==> config.mk <==
export PLATFORM = sky130hd
export DESIGN_NAME = axi_tagctrl_aw
export DESIGN_NICKNAME = d
export VERILOG_FILES = /design/src/rtl/axi_tagctrl_aw.sv
export SDC_FILE = /design/constraint.sdc
export NUM_CORES = 1
export LEC_CHECK = 0
export CORE_MARGIN = 3
export CORE_UTILIZATION = 37
export CTS_CLUSTER_SIZE = 8
export DETAILED_ROUTE_END_ITERATION = 12
export MAX_ROUTING_LAYER = met4
export PLACE_DENSITY = 0.8
export SYNTH_ARGS = -nofsm -noshare
export SYNTH_HDL_FRONTEND = slang
export SYNTH_SLANG_ARGS = --single-unit
==> constraint.sdc <==
create_clock -name clk_i -period 4.7 [get_ports clk_i]
set_clock_uncertainty 0.2 [all_clocks]
set_input_delay 1.41 -clock clk_i [delete_from_list [all_inputs] [get_ports clk_i]]
set_output_delay 1.41 -clock clk_i [all_outputs]
set_load 0.03 [all_outputs]
==> src/rtl/axi_tagctrl_aw.sv <==
// AW channel tag controller: accepts a slave AW, forwards it once to the
// master AW channel and once as a descriptor to the W unit, and tracks the
// number of outstanding write transactions against MaxTxn.
module axi_tagctrl_aw #(
  parameter int unsigned AxiIdWidth   = 4,
  parameter int unsigned AxiAddrWidth = 64,
  parameter int unsigned MaxTxn       = 4
) (
  input  logic                        clk_i,
  input  logic                        rst_i,
  input  logic [AxiIdWidth-1:0]       aw_slv_id_i,
  input  logic [AxiAddrWidth-1:0]     aw_slv_addr_i,
  input  logic [7:0]                  aw_slv_len_i,
  input  logic [2:0]                  aw_slv_size_i,
  input  logic [1:0]                  aw_slv_burst_i,
  input  logic                        aw_slv_valid_i,
  output logic                        aw_slv_ready_o,
  output logic [AxiIdWidth-1:0]       aw_mst_id_o,
  output logic [AxiAddrWidth-1:0]     aw_mst_addr_o,
  output logic [7:0]                  aw_mst_len_o,
  output logic [2:0]                  aw_mst_size_o,
  output logic [1:0]                  aw_mst_burst_o,
  output logic                        aw_mst_valid_o,
  input  logic                        aw_mst_ready_i,
  output logic [AxiIdWidth-1:0]       desc_id_o,
  output logic [AxiAddrWidth-1:0]     desc_addr_o,
  output logic [7:0]                  desc_len_o,
  output logic [2:0]                  desc_size_o,
  output logic                        desc_valid_o,
  input  logic                        desc_ready_i,
  input  logic                        b_done_i,
  output logic [$clog2(MaxTxn+1)-1:0] outstanding_o
);

  localparam int unsigned CntWidth = $clog2(MaxTxn + 1);
  localparam logic [CntWidth-1:0] CntMax = CntWidth'(MaxTxn);

  typedef enum logic {
    IDLE  = 1'b0,
    ISSUE = 1'b1
  } state_t;

  state_t                  r_state;
  state_t                  w_state_nxt;
  logic [AxiIdWidth-1:0]   r_id;
  logic [AxiAddrWidth-1:0] r_addr;
  logic [7:0]              r_len;
  logic [2:0]              r_size;
  logic [1:0]              r_burst;
  logic                    r_aw_done;
  logic                    r_desc_done;
  logic [CntWidth-1:0]     r_cnt;

  logic w_slv_rdy;
  logic w_mst_vld;
  logic w_desc_vld;
  logic w_slv_hs;
  logic w_mst_hs;
  logic w_desc_hs;
  logic w_inc;
  logic w_dec;

  // Ready and valids derive from registered state only, never from a ready.
  assign w_slv_rdy  = (r_state == IDLE) && (r_cnt < CntMax);
  assign w_mst_vld  = (r_state == ISSUE) && !r_aw_done;
  assign w_desc_vld = (r_state == ISSUE) && !r_desc_done;

  assign w_slv_hs  = aw_slv_valid_i && w_slv_rdy;
  assign w_mst_hs  = w_mst_vld && aw_mst_ready_i;
  assign w_desc_hs = w_desc_vld && desc_ready_i;

  // b_done at zero is dropped so the counter cannot wrap.
  assign w_inc = w_slv_hs;
  assign w_dec = b_done_i && (r_cnt != '0);

  assign aw_slv_ready_o = w_slv_rdy;
  assign aw_mst_valid_o = w_mst_vld;
  assign desc_valid_o   = w_desc_vld;
  assign outstanding_o  = r_cnt;

  assign aw_mst_id_o    = r_id;
  assign aw_mst_addr_o  = r_addr;
  assign aw_mst_len_o   = r_len;
  assign aw_mst_size_o  = r_size;
  assign aw_mst_burst_o = r_burst;
  assign desc_id_o      = r_id;
  assign desc_addr_o    = r_addr;
  assign desc_len_o     = r_len;
  assign desc_size_o    = r_size;

  // State register.
  always_ff @(posedge clk_i or posedge rst_i) begin
    if (rst_i) begin
      r_state <= IDLE;
    end else begin
      r_state <= w_state_nxt;
    end
  end

  // Next state: leave ISSUE once both halves are done or finishing this cycle.
  always_comb begin
    w_state_nxt = r_state;
    case (r_state)
      IDLE: begin
        if (w_slv_hs) begin
          w_state_nxt = ISSUE;
        end
      end
      ISSUE: begin
        if ((r_aw_done || w_mst_hs) && (r_desc_done || w_desc_hs)) begin
          w_state_nxt = IDLE;
        end
      end
      default: w_state_nxt = IDLE;
    endcase
  end

  // Capture the slave AW payload on acceptance.
  always_ff @(posedge clk_i or posedge rst_i) begin
    if (rst_i) begin
      r_id    <= '0;
      r_addr  <= '0;
      r_len   <= '0;
      r_size  <= '0;
      r_burst <= '0;
    end else if (w_slv_hs) begin
      r_id    <= aw_slv_id_i;
      r_addr  <= aw_slv_addr_i;
      r_len   <= aw_slv_len_i;
      r_size  <= aw_slv_size_i;
      r_burst <= aw_slv_burst_i;
    end
  end

  // Track which halves of the current transaction have been handed off.
  always_ff @(posedge clk_i or posedge rst_i) begin
    if (rst_i) begin
      r_aw_done   <= 1'b0;
      r_desc_done <= 1'b0;
    end else if (w_slv_hs) begin
      r_aw_done   <= 1'b0;
      r_desc_done <= 1'b0;
    end else begin
      if (w_mst_hs) begin
        r_aw_done <= 1'b1;
      end
      if (w_desc_hs) begin
        r_desc_done <= 1'b1;
      end
    end
  end

  // Outstanding transaction counter; simultaneous inc and dec cancel.
  always_ff @(posedge clk_i or posedge rst_i) begin
    if (rst_i) begin
      r_cnt <= '0;
    end else if (w_inc && !w_dec) begin
      r_cnt <= r_cnt + CntWidth'(1);
    end else if (w_dec && !w_inc) begin
      r_cnt <= r_cnt - CntWidth'(1);
    end
  end

endmodule

Yosys cells after proc, flatten, opt, wreduce, memory -nomap -nowiden
Index checks and enable logic that the tools add are counted.
{ "classes": {"add_sub_neg": 2, "n_lt_le_gt_ge": 1, "mux": 9, "n_bitwise": 1, "n_reduce_logical": 20} }
{ "op_table": {"columns": ["op", "count"], "rows": [
  ["1-bit logical AND", 10],
  ["1-bit two-way mux", 6],
  ["3-bit two-way mux", 2],
  ["2-bit nonzero test", 3],
  ["1-bit logical NOT", 4],
  ["3-bit by 1-bit adder with 3-bit output, second input constant", 1],
  ["3-bit < comparator, second input constant", 1],
  ["3-bit nonzero test", 1],
  ["3-bit by 1-bit subtractor with 3-bit output, second input constant", 1],
  ["1-bit logical OR", 2],
  ["1-bit case mux with 2 select lines", 1],
  ["1-bit NOT", 1]
]} }
{ "word_totals": {"ff_bits": 87, "input_bits": 87, "output_inout_bits": 166, "word_cells": 42} }

Longest topological paths before layout
Gate-level depths: netlist of run 1.
{ "depth": {"word_depth": 7, "ltp_mapped": 11, "depth_no_buf": 8} }

Worst setup path after synthesis of run 1
No wires, ideal clock.
{ "synth_path": {"path_type": "input to register", "start": "input aw_slv_valid_i", "end": "register r_cnt[2], in the netlist outstanding_o[2]", "setup_time_ps": 81, "arrival_time_ps": 2875, "t_required_ps": 4419, "path_slack_ps": 1544, "cell_stages": 10, "n_path_buf": 3, "path_cell_list": "and2_4 > buf_6 > buf_6 > buf_6 > ha_1 > inv_1 > fa_1 > xor2_1 > nor2_1 > xor2_1"} }
{ "synth_via": {"elab_chain_len": 4, "elab_cells_between_ends": 6, "cone_classes": "1 x mux; 5 x reduce/logical"} }
{ "synth_lines": {"columns": ["item", "line", "rtl"], "rows": [
  ["start, declared", "16", "input logic aw_slv_valid_i,"],
  ["1-bit logical AND (*)", "68", "assign w_slv_hs = aw_slv_valid_i && w_slv_rdy;"],
  ["net w_inc", "60", "logic w_inc;"],
  ["1-bit logical NOT", "159", "end else if (w_dec && !w_inc) begin"],
  ["1-bit logical AND", "159", null],
  ["2-bit nonzero test (no line)", null, null],
  ["end signal, assigned", "158", "r_cnt <= r_cnt + CntWidth'(1);"],
  ["end signal, assigned", "160", "r_cnt <= r_cnt - CntWidth'(1);"],
  ["end, declared", "52", "logic [CntWidth-1:0] r_cnt;"]
]} }
The timed path passes the listed nets; every way through them passes the cells marked *.
A chain may end at the register's enable or synchronous reset.

Worst setup path in the final report of run 1
{ "layout_path": {"start": "register r_state", "end": "output aw_mst_valid_o"} }
{ "layout_via": {"elab_chain_len": 1} }
{ "layout_lines": {"columns": ["item", "line", "rtl"], "rows": [
  ["start, declared", "43", "state_t r_state;"],
  ["start signal, assigned", "96", "r_state <= w_state_nxt;"],
  ["1-bit logical AND", "65", "assign w_mst_vld = (r_state == ISSUE) && !r_aw_done;"],
  ["end, declared", "23", "output logic aw_mst_valid_o,"]
]} }
No other way between the ends.

==> results of run 1 <==
==> how the worst min path moves through the flow <==
| stage | startpoint | to | slack (ns) | cells after the start |
|---|---|---|---|---|
| after global placement | aw_mst_burst_o[1] | aw_mst_burst_o[1] | 0.29 | 1 |
| after detailed placement | aw_mst_burst_o[0] | aw_mst_burst_o[0] | 0.30 | 1 |
| after global routing | aw_mst_burst_o[0] | aw_mst_burst_o[0] | 0.35 | 1 |
| final | aw_mst_burst_o[0] | aw_mst_burst_o[0] | 0.32 | 1 |
| after CTS | aw_mst_burst_o[0] | aw_mst_burst_o[0] | 0.32 | 1 |
| after floorplan | r_aw_done | r_aw_done | 0.28 | 2 |
==> worst max-delay path: stages, from the launching register on <==
cell             delay (ns)
dfrtp_1                0.44
nor2b_1                0.19
clkdlybuf4s50_1        0.71
==> per-stage QoR <==
step / setup slack, ns / utilization [%]
2_1_floorplan: 0.8398 / -
3_3_place_gp: 1.391 / 58.16
3_5_place_dp: 1.311 / 58.16
4_1_cts: 1.381 / 60.10
5_1_grt: 1.330 / 60.10
6_report: 1.419 / 60.10
==> layout make-up <==
class                   count  share of cell area, %
clock buffers              10                  2.170
clock inverters             6                  1.065
inverters                   2                 0.1381
multi-input cells          99                  19.31
flip-flops and latches     87                  34.32
well taps                 136                  2.682
repair buffers            255                  40.32
==> power by group <==
part	switching (µW)	leakage [µW]	total [µW]	internal (µW)
sequential	348	0.00103	1490	1140
clock	271	0.0000993	535	263
combinational	2070	0.00153	3870	1800
total	2690	0.00266	5890	3200
==> sequential cells by signal, summed over array words and instances, names as in the netlist, 2 cells and up <==
signal / count
aw_mst_addr_o: 64
aw_mst_len_o: 8
aw_mst_id_o: 4
aw_mst_size_o: 3
outstanding_o: 3
aw_mst_burst_o: 2
==> synth_stat cells, types with 2 or more instances <==
cell     number  area [µm²]
nor2b_1       2       12.51
mux2_4       46       690.7
nor2_1        3       11.26
a21oi_1       2       10.01
inv_1         2       7.510
buf_6         7       78.83
buf_4        79       593.1
buf_2         3       15.01
dfrtp_1      87        2177
mux2_2       36       405.4
xor2_1        2       17.52
==> layer usage <==
metal	GRT usage, %	vias to the layer above
met5	-	-
met4	3.001	0
met3	5.295	4
met2	28.55	149
met1	18.32	1331
li1	-	1202
==> logic make-up after synthesis <==
group	count (synthesis)
mux	82
xor+xnor	3
flops	87
buf+inv	91
compound gates	5
simple gates	7
fa+ha+maj	2
==> summary.md, run 1 <==
| Metric | Value |
|---|---|
| Outcome | finished, final reports clean |
| PwrDens | 927.9 nW/µm² |
| Crit path time final | 3.281 ns |
| R2R depth | 7 |
| Post-route insts no fill | 595 |
| Synth Area in Compound Gates | 0.7636% |
| PostCTS Resize Cnt | 0 |
| Vias in the first global route | 2892 |
| Placeable Area | 10560 µm² |
| Post-route ant nets | 0 |
| WS Path Type | flop to output port |
| Die ar. | 12370 µm² |
| Die Wd | 111.2 µm |
| Post-synth EDFFs | 0 |
| Final GP Congestion | 0.7510 |
| Metal-1 WL | 3928 µm |
| Highest-count cells in the layout ignoring fill and taps | clkdlybuf4s50_1, dfrtp_1, mux2_4, mux2_2, clkbuf_8 |
| Final net count | 543 |
| H-tree depth | 3 |
| PnR Total Power | 5886 µW |
| Antenna fix cells | 0 |
| FFs w/ async S/R, synth | 100.0% |
| RSZ-0062 raised after global routing | no |
| Die height | 111.2 µm |
| Slew Viols, Final | 0 |
| Maximum clock rate | 304.8 MHz |
| Sequential area share after synthesis | 53.15% |
| Num CTS Buffers | 9 |
| CTS Sinks | 87 |
| Worst Setup End Kind | output port |
| Grt ovf | 0 |
| I/O Buffers | 252 |
| Routed met2 length | 5301 µm |
| Synth cell types | 19 |
| Synth Area in Simple Gates | 0.9469% |
| Fin area | 6344 µm² |
| Xor/xnor share of the synthesized area | 0.6414% |
| First-pass GRT wire length | 15690 µm |
| CTS Buffer Depth | 2 |
| Uppermost layer routed | met4 |
| Hold Vio Cnt, Final | 0 |
| Max-cap violation count | 0 |
| Placed insts | 579 |
| Post-Route WL | 10080 µm |
| Dpl hpwl | 7707 µm |
| Setup TNS | 0 ns |
| Post-synthesis adder-cell area fraction | 0.7941% |
| Peak supply drop | 526.5 µV |
| Leak Pwr | 0.002658 µW |
| Area post-placement | 6138 µm² |
| Ys flop type | dfrtp_1 |
| Synth Area per Inst | 14.79 µm² |
| Final Cycle Share | 69.81% |
| Mapped Nets | 366 |
| Starting density of the core | 38.81% |
| YS warnings | 0 |
| Critical path origin | r_state |
| Wire per inst | 16.94 µm |
| Cell row count | 37 |
| R2R Setup Slk | 2.59 ns |
| Final setup viols | 0 |
| Cell count after synthesis | 277 |
| Register Area | 2177 µm² |
| Post-Syn Area | 4096 µm² |
| Worst-skew pair later-pin latency | 0.33 ns |
| Clock slew at reported path FFs | 0.08 ns |
| GRT Total Usage | 16.26% |
| Iter 0 DRT Violations | 65 |
| First-pass DRT Iterations | 3 |
| DRC violations left | 0 |
| CTS tree | done |
| HP Class | flop to flop |
| Worst Path Arrival | 1.67 ns |
| Share of post-route cells with drive strength above 1 | 22.66% |
| Via Count | 2686 |
| Largest net degree at the start of global routing | 85 |
| Clock root cell | clkbuf_8 |
| Startpoint types | flop |
| Met3 wire len | 793 µm |
| Antenna violations before repair | 0 |
| Mux contribution to synthesized area | 26.76% |
| Reg-to-Reg End | outstanding_o[2] |
| #FFs+latches synth | 87 |
| Multi-input logic area | 1225 µm² |
| Worst hold margin | 0.3182 ns |
| Relative slew margins | 61.42% |
| CTS Hold Bufs | 0 |
| I/O Pins | 253 |
| Slew @ Worst Pin | 0.5787 ns |
| CP required | 3.09 ns |
| Area delta synth->final | 54.86% |
| Postcts setup bufs | 0 |
| Fillers | 857 |
| Largest family of logic cells by synthesized area | multiplexers |
| Reg2reg start | outstanding_o[0] |
| Crit path to | aw_mst_valid_o |
| Vias per cell | 4.514 |
| Commonest non-fill, non-tap cell in the layout | clkdlybuf4s50_1 |
| Maximum net fanout on the critical path | 6 |
No activity file was read; power rests on OpenSTA's default activity.
==> run 2, diff against run 1 <==
==> constraint.sdc (replaced) <==
create_clock -name clk_i -period 3.4 [get_ports clk_i]
set_clock_uncertainty 0.2 [all_clocks]
set_input_delay 1.02 -clock clk_i [delete_from_list [all_inputs] [get_ports clk_i]]
set_output_delay 1.02 -clock clk_i [all_outputs]
set_load 0.03 [all_outputs]
==> summary.md, run 2 (synthesis results as in run 1) <==
| Metric | Value |
|---|---|
| Clock root cell | clkbuf_8 |
| CTS Buffer Depth | 2 |
| Vias in the first global route | 2888 |
| Num CTS Buffers | 9 |
| Final Cycle Share | 84.38% |
| Startpoint types | flop |
| Commonest non-fill, non-tap cell in the layout | clkdlybuf4s50_1 |
| Grt ovf | 0 |
| CTS Sinks | 87 |
| Largest net degree at the start of global routing | 85 |
| Cell row count | 37 |
| Die ar. | 12370 µm² |
| Peak supply drop | 691.0 µV |
| Post-route ant nets | 0 |
| Max reg flops | 64 |
| CP required | 2.18 ns |
| Die Wd | 111.2 µm |
| WS Path Type | flop to output port |
| Wire per inst | 16.88 µm |
| Antenna violations before repair | 0 |
| Setup TNS | 0 ns |
| Busiest grt layer | met2 |
| PostCTS Resize Cnt | 0 |
| CTS tree | done |
| Final net count | 543 |
| Maximum clock rate | 348.5 MHz |
| Starting density of the core | 38.81% |
| GRT Total Usage | 16.36% |
| Met3 GRT Util | 3.712% |
| PwrDens | 1270 nW/µm² |
| Max-cap violation count | 0 |
| Area post-placement | 6141 µm² |
| Iter 0 DRT Violations | 79 |
| RSZ-0062 raised after global routing | no |
| Slew Viols, Final | 0 |
| Post-Route WL | 10040 µm |
| Via Count | 2651 |
| I/O Buffers | 252 |
| Antenna fix cells | 0 |
| Dpl hpwl | 7571 µm |
| Worst stage delay on the critical path | 0.69 ns |
| Fillers | 863 |
| H-tree depth | 3 |
| Leak Pwr | 0.002642 µW |
| Crit-path slowest cell | clkdlybuf4s50_1 |
| Outcome | finished, final reports clean |
| Slew @ Worst Pin | 0.5675 ns |
| Die height | 111.2 µm |
| Grt met1 use | 19.41% |
| Placeable Area | 10560 µm² |
| Vias per cell | 4.455 |
| Area delta synth->final | 53.73% |
| HP Class | flop to flop |
| Crit path cell chain | nor2_2, clkdlybuf4s50_1 |
| DRC violations left | 0 |
| Crit path time final | 2.869 ns |
| Clock slew at reported path FFs | 0.08 ns |
| Highest-count cells in the layout ignoring fill and taps | clkdlybuf4s50_1, dfrtp_1, mux2_4, mux2_2, clkbuf_8 |
| First-pass DRT Iterations | 7 |
| Maximum net fanout on the critical path | 6 |
| Final setup viols | 0 |
| Fin area | 6297 µm² |
| Final GP Congestion | 0.8016 |
| First-pass GRT wire length | 15750 µm |
| Share of post-route cells with drive strength above 1 | 22.22% |
| Worst Path Arrival | 1.65 ns |
| Worst Setup End Kind | output port |
| Postcts setup bufs | 0 |
| CTS Hold Bufs | 0 |
| I/O Pins | 253 |
| Grt met2 use | 27.74% |
| Hold Vio Cnt, Final | 0 |
| Worst-skew pair later-pin latency | 0.34 ns |
| Relative slew margins | 62.17% |
==> run 2: per-layer routing <==
layer	wire length (µm)	share of wire, %
met5	0	0
met4	166	1.7
met3	692	6.9
met2	5064	50
met1	4118	41
==> run 2: layout make-up <==
type / instances / area (µm²) / area share (%)
timing repair buffer: 255 / 2557 / 40.61
clock buffer: 11 / 131.4 / 2.086
tap: 136 / 170.2 / 2.702
sequential: 87 / 2177 / 34.57
multi-input combinational: 99 / 1225 / 19.45
inverter: 2 / 11.26 / 0.1788
clock inverter: 5 / 25.02 / 0.3974
==> run 2: final timing paths <==
kind | startpoint | endpoint | slack, ns | depth (start not counted)
worst max-delay path | r_state | aw_slv_ready_o | 0.53 | 2
worst min-delay path | aw_mst_burst_o[0] | aw_mst_burst_o[0] | 0.31 | 1
worst max register to register | r_state | outstanding_o[2] | 1.29 | 8
worst min register to register | aw_mst_burst_o[0] | aw_mst_burst_o[0] | 0.31 | 1
max in group asynchronous | rst_i | aw_mst_addr_o[47] | 1.61 | 3
min in group asynchronous | rst_i | aw_mst_addr_o[21] | 0.99 | 3
==> run 2: power by group <==
part	switching (µW)	total [µW]	internal [µW]
sequential	472	2050	1570
clock	341	602	260
combinational	2860	5350	2480
total	3680	7990	4320
==> run 2: metrics by stage <==
step | hold WS (ns) | power (µW) | setup WS, ns | cells | util, %
floorplan | 0.2849 | 5772 | 0.6340 | 277 | -
global placement | 0.2918 | 7373 | 0.4832 | 579 | 58.18
detailed placement | 0.2995 | 7448 | 0.4422 | 579 | 58.18
CTS | 0.3162 | 8088 | 0.4991 | 595 | 59.66
global route | 0.3289 | 8349 | 0.4544 | 595 | 59.66
finish | 0.3113 | 7995 | 0.5309 | 595 | 59.66
==> run 2: worst max-delay path, delay by kind of cell, from the launching register on <==
| family | cells | cell delay [ns] |
|---|---|---|
| buffers and inverters | 1 | 0.69 |
| DFF | 1 | 0.45 |
| and+or+nand+nor | 1 | 0.17 |
==> RTL edit, RTL diff (flow settings as in run 2) <==
Make the reset (`rst_i`) synchronous in 4 clocked blocks.
--- a/src/rtl/axi_tagctrl_aw.sv
+++ b/src/rtl/axi_tagctrl_aw.sv
@@ -91,3 +91,3 @@
   // State register.
-  always_ff @(posedge clk_i or posedge rst_i) begin
+  always_ff @(posedge clk_i) begin
     if (rst_i) begin
@@ -118,3 +118,3 @@
   // Capture the slave AW payload on acceptance.
-  always_ff @(posedge clk_i or posedge rst_i) begin
+  always_ff @(posedge clk_i) begin
     if (rst_i) begin
@@ -135,3 +135,3 @@
   // Track which halves of the current transaction have been handed off.
-  always_ff @(posedge clk_i or posedge rst_i) begin
+  always_ff @(posedge clk_i) begin
     if (rst_i) begin
@@ -153,3 +153,3 @@
   // Outstanding transaction counter; simultaneous inc and dec cancel.
-  always_ff @(posedge clk_i or posedge rst_i) begin
+  always_ff @(posedge clk_i) begin
     if (rst_i) begin
Formal check against the unedited RTL: differs if rst_i is asserted again (counterexample within 4 cycles, from zero or initial values and one cycle with rst_i high); with rst_i held inactive, the same outputs for 10 cycles.
==> RTL edit against run 2 <==
Sequential cell count is the same; wire length grew 11%; die area shrank 10%; area after synthesis shrank 11%; final area shrank 7.4%; critical endpoint is now outstanding_o[2]$_SDFFE_PP0P_; worst setup slack lost 160 ps; fmax shrank 5.2%; highest routed layer unchanged.
Power is not compared: it rests on default switching activity, and its combinational part moved more than twofold at a synthesized area within 25%.
==> RTL edit: results (changes against run 2) <==
stage;metric;value;unit;change
routing;initial drt markers;115;;+46%
critical_path;worst path arrival time;3110;ps;+1460 ps
cells_and_area;layout cells sized above 1;3.51;%;-19 points
cts;Clock Tree Root;clkbuf_8;;
global_routing;vias in the first global route;3373;;+17%
cts;Hold Buf Count CTS;0;;unchanged
synth;Distinct cells, synth;21;;+2
synth;ranking of synthesized cells by area;dfxtp_1 (48%), nand2_1 (17%), buf_4 (16%);;
cells_and_area;Layout Nets;710;;+31%
cts;H-tree depth;3;;unchanged
global_routing;initial antenna violation count;0;;unchanged
critical_path;Worst R2R Path Depth;8;;unchanged
placed_design;Placement Cell Area;0.00563;sq mm;-8.4%
global_routing;Overall Global Routing Usage;19.7;%;+3.3 points
placed_design;HPWL after DPL;8.22;mm;+8.6%
cts;Worst-path clk slew;90;ps;
routing;Via-to-Cell Ratio;4.63;;+3.9%
cts;worst skew pair latency;340;ps;about the same
synth;Async S/R FF share, synth;0;%;-100 points
global_routing;met1 Use GR;21.4;%;+2.0 points
routing;drt wl/cell;14.7;um;-13%
routing;first drt pass iteration count;5;;-2
hold_path;Hold Crit Depth;2;;+1
global_routing;grt met2 use;35.8;%;+8.1 points
power;Peak VDD IR;685;uV;
synth;sequential cell area fraction in the yosys report;47.6;%;-5.6 points
placed_design;GPL Wtd Cong;0.775;;-3.3%
critical_path;Max Fanout on Critical Path;2;;-4
global_routing;met3 GRT Util;3.98;%;+0.27 points
outcome;outcome;completed;;
synth;Syn Nets;550;;+50%
cells_and_area;fill cell count;809;;-6.3%
cells_and_area;max FFs per register;64;;unchanged
placed_design;Port-buffer cells;252;;unchanged
power;Static Leak;2.13;nW;
cts;Post-CTS Setup Inserts;0;;unchanged
sta;Worst Tran Pin Value;860;ps;+292 ps
cts;CTS Buf Count;9;;unchanged
synth;synth cell count leaders;nand2_1 (162), dfxtp_1 (87), a21oi_1 (85);;
global_routing;first-pass GRT wire length;17.3;mm;+10%
-- RTL edit: cell types whose count changed in the layout (fill, tap and decap cells not counted), moves of 5 or more --
cell	delta
dfxtp_1	+87
a21oi_1	+83
mux2_4	-46
dfrtp_1	-87
mux2_2	-36
clkinv_2	-5
nand2_1	+162
-- RTL edit: kinds of logic after synthesis --
logic type	Yosys count	share of synthesized area [%]
compound gates	88	12.1
flops	87	47.6
mux	1	0.273
xor+xnor	2	0.478
simple gates	172	18.0
buf+inv	109	20.6
fa+ha+maj	2	0.888
-- RTL edit: where the power goes --
group,internal [mW],switching (mW),total [mW]
registers,1.16,0.124,1.28
clock network,0.382,0.359,0.741
logic,0.632,0.915,1.55
total,2.17,1.40,3.57
-- RTL edit: metrics by stage --
stage                     cells  setup WS (ps)
after floorplan             461            214
after global placement      739           58.0
after detailed placement    739         0.0324
after CTS                   755            390
after global routing        755            296
final                       755            372
-- RTL edit: area by class of cell --
class | count | area, sq um | area share, %
Clock buffer | 12 | 155 | 2.66
Clock inverter | 4 | 53.8 | 0.922
Inverter | 2 | 7.51 | 0.129
Multi-Input combinational cell | 265 | 1170 | 20.0
Sequential cell | 87 | 1740 | 29.9
Tap cell | 129 | 161 | 2.77
Timing Repair Buffer | 256 | 2550 | 43.7
-- RTL edit: path summary, 6_finish.rpt --
| check | start | end | slack (ps) |
|---|---|---|---|
| worst max-delay path | aw_slv_valid_i | outstanding_o[2]$_SDFFE_PP0P_ | 370 |
| worst max register to register | outstanding_o[2]$_SDFFE_PP0P_ | outstanding_o[2]$_SDFFE_PP0P_ | 1080 |
| worst min-delay path | aw_mst_burst_o[1]$_SDFFE_PP0P_ | aw_mst_burst_o[1]$_SDFFE_PP0P_ | 260 |
| worst min register to register | aw_mst_burst_o[1]$_SDFFE_PP0P_ | aw_mst_burst_o[1]$_SDFFE_PP0P_ | 260 |
-- RTL edit: worst max-delay path, cell delays in order --
cell and delay [ps]:
clkdlybuf4s50_1 440, or3b_4 370, inv_2 70, ha_1 170
inv_1 60, fa_1 370, xor2_1 150, or3_1 310
a21oi_1 140
-- RTL edit: layer usage --
layer | up-vias | wire [um]
met5 | - | 0
met4 | 0 | 163
met3 | 15 | 768
met2 | 150 | 5990
met1 | 1626 | 4190
li1 | 1704 | -
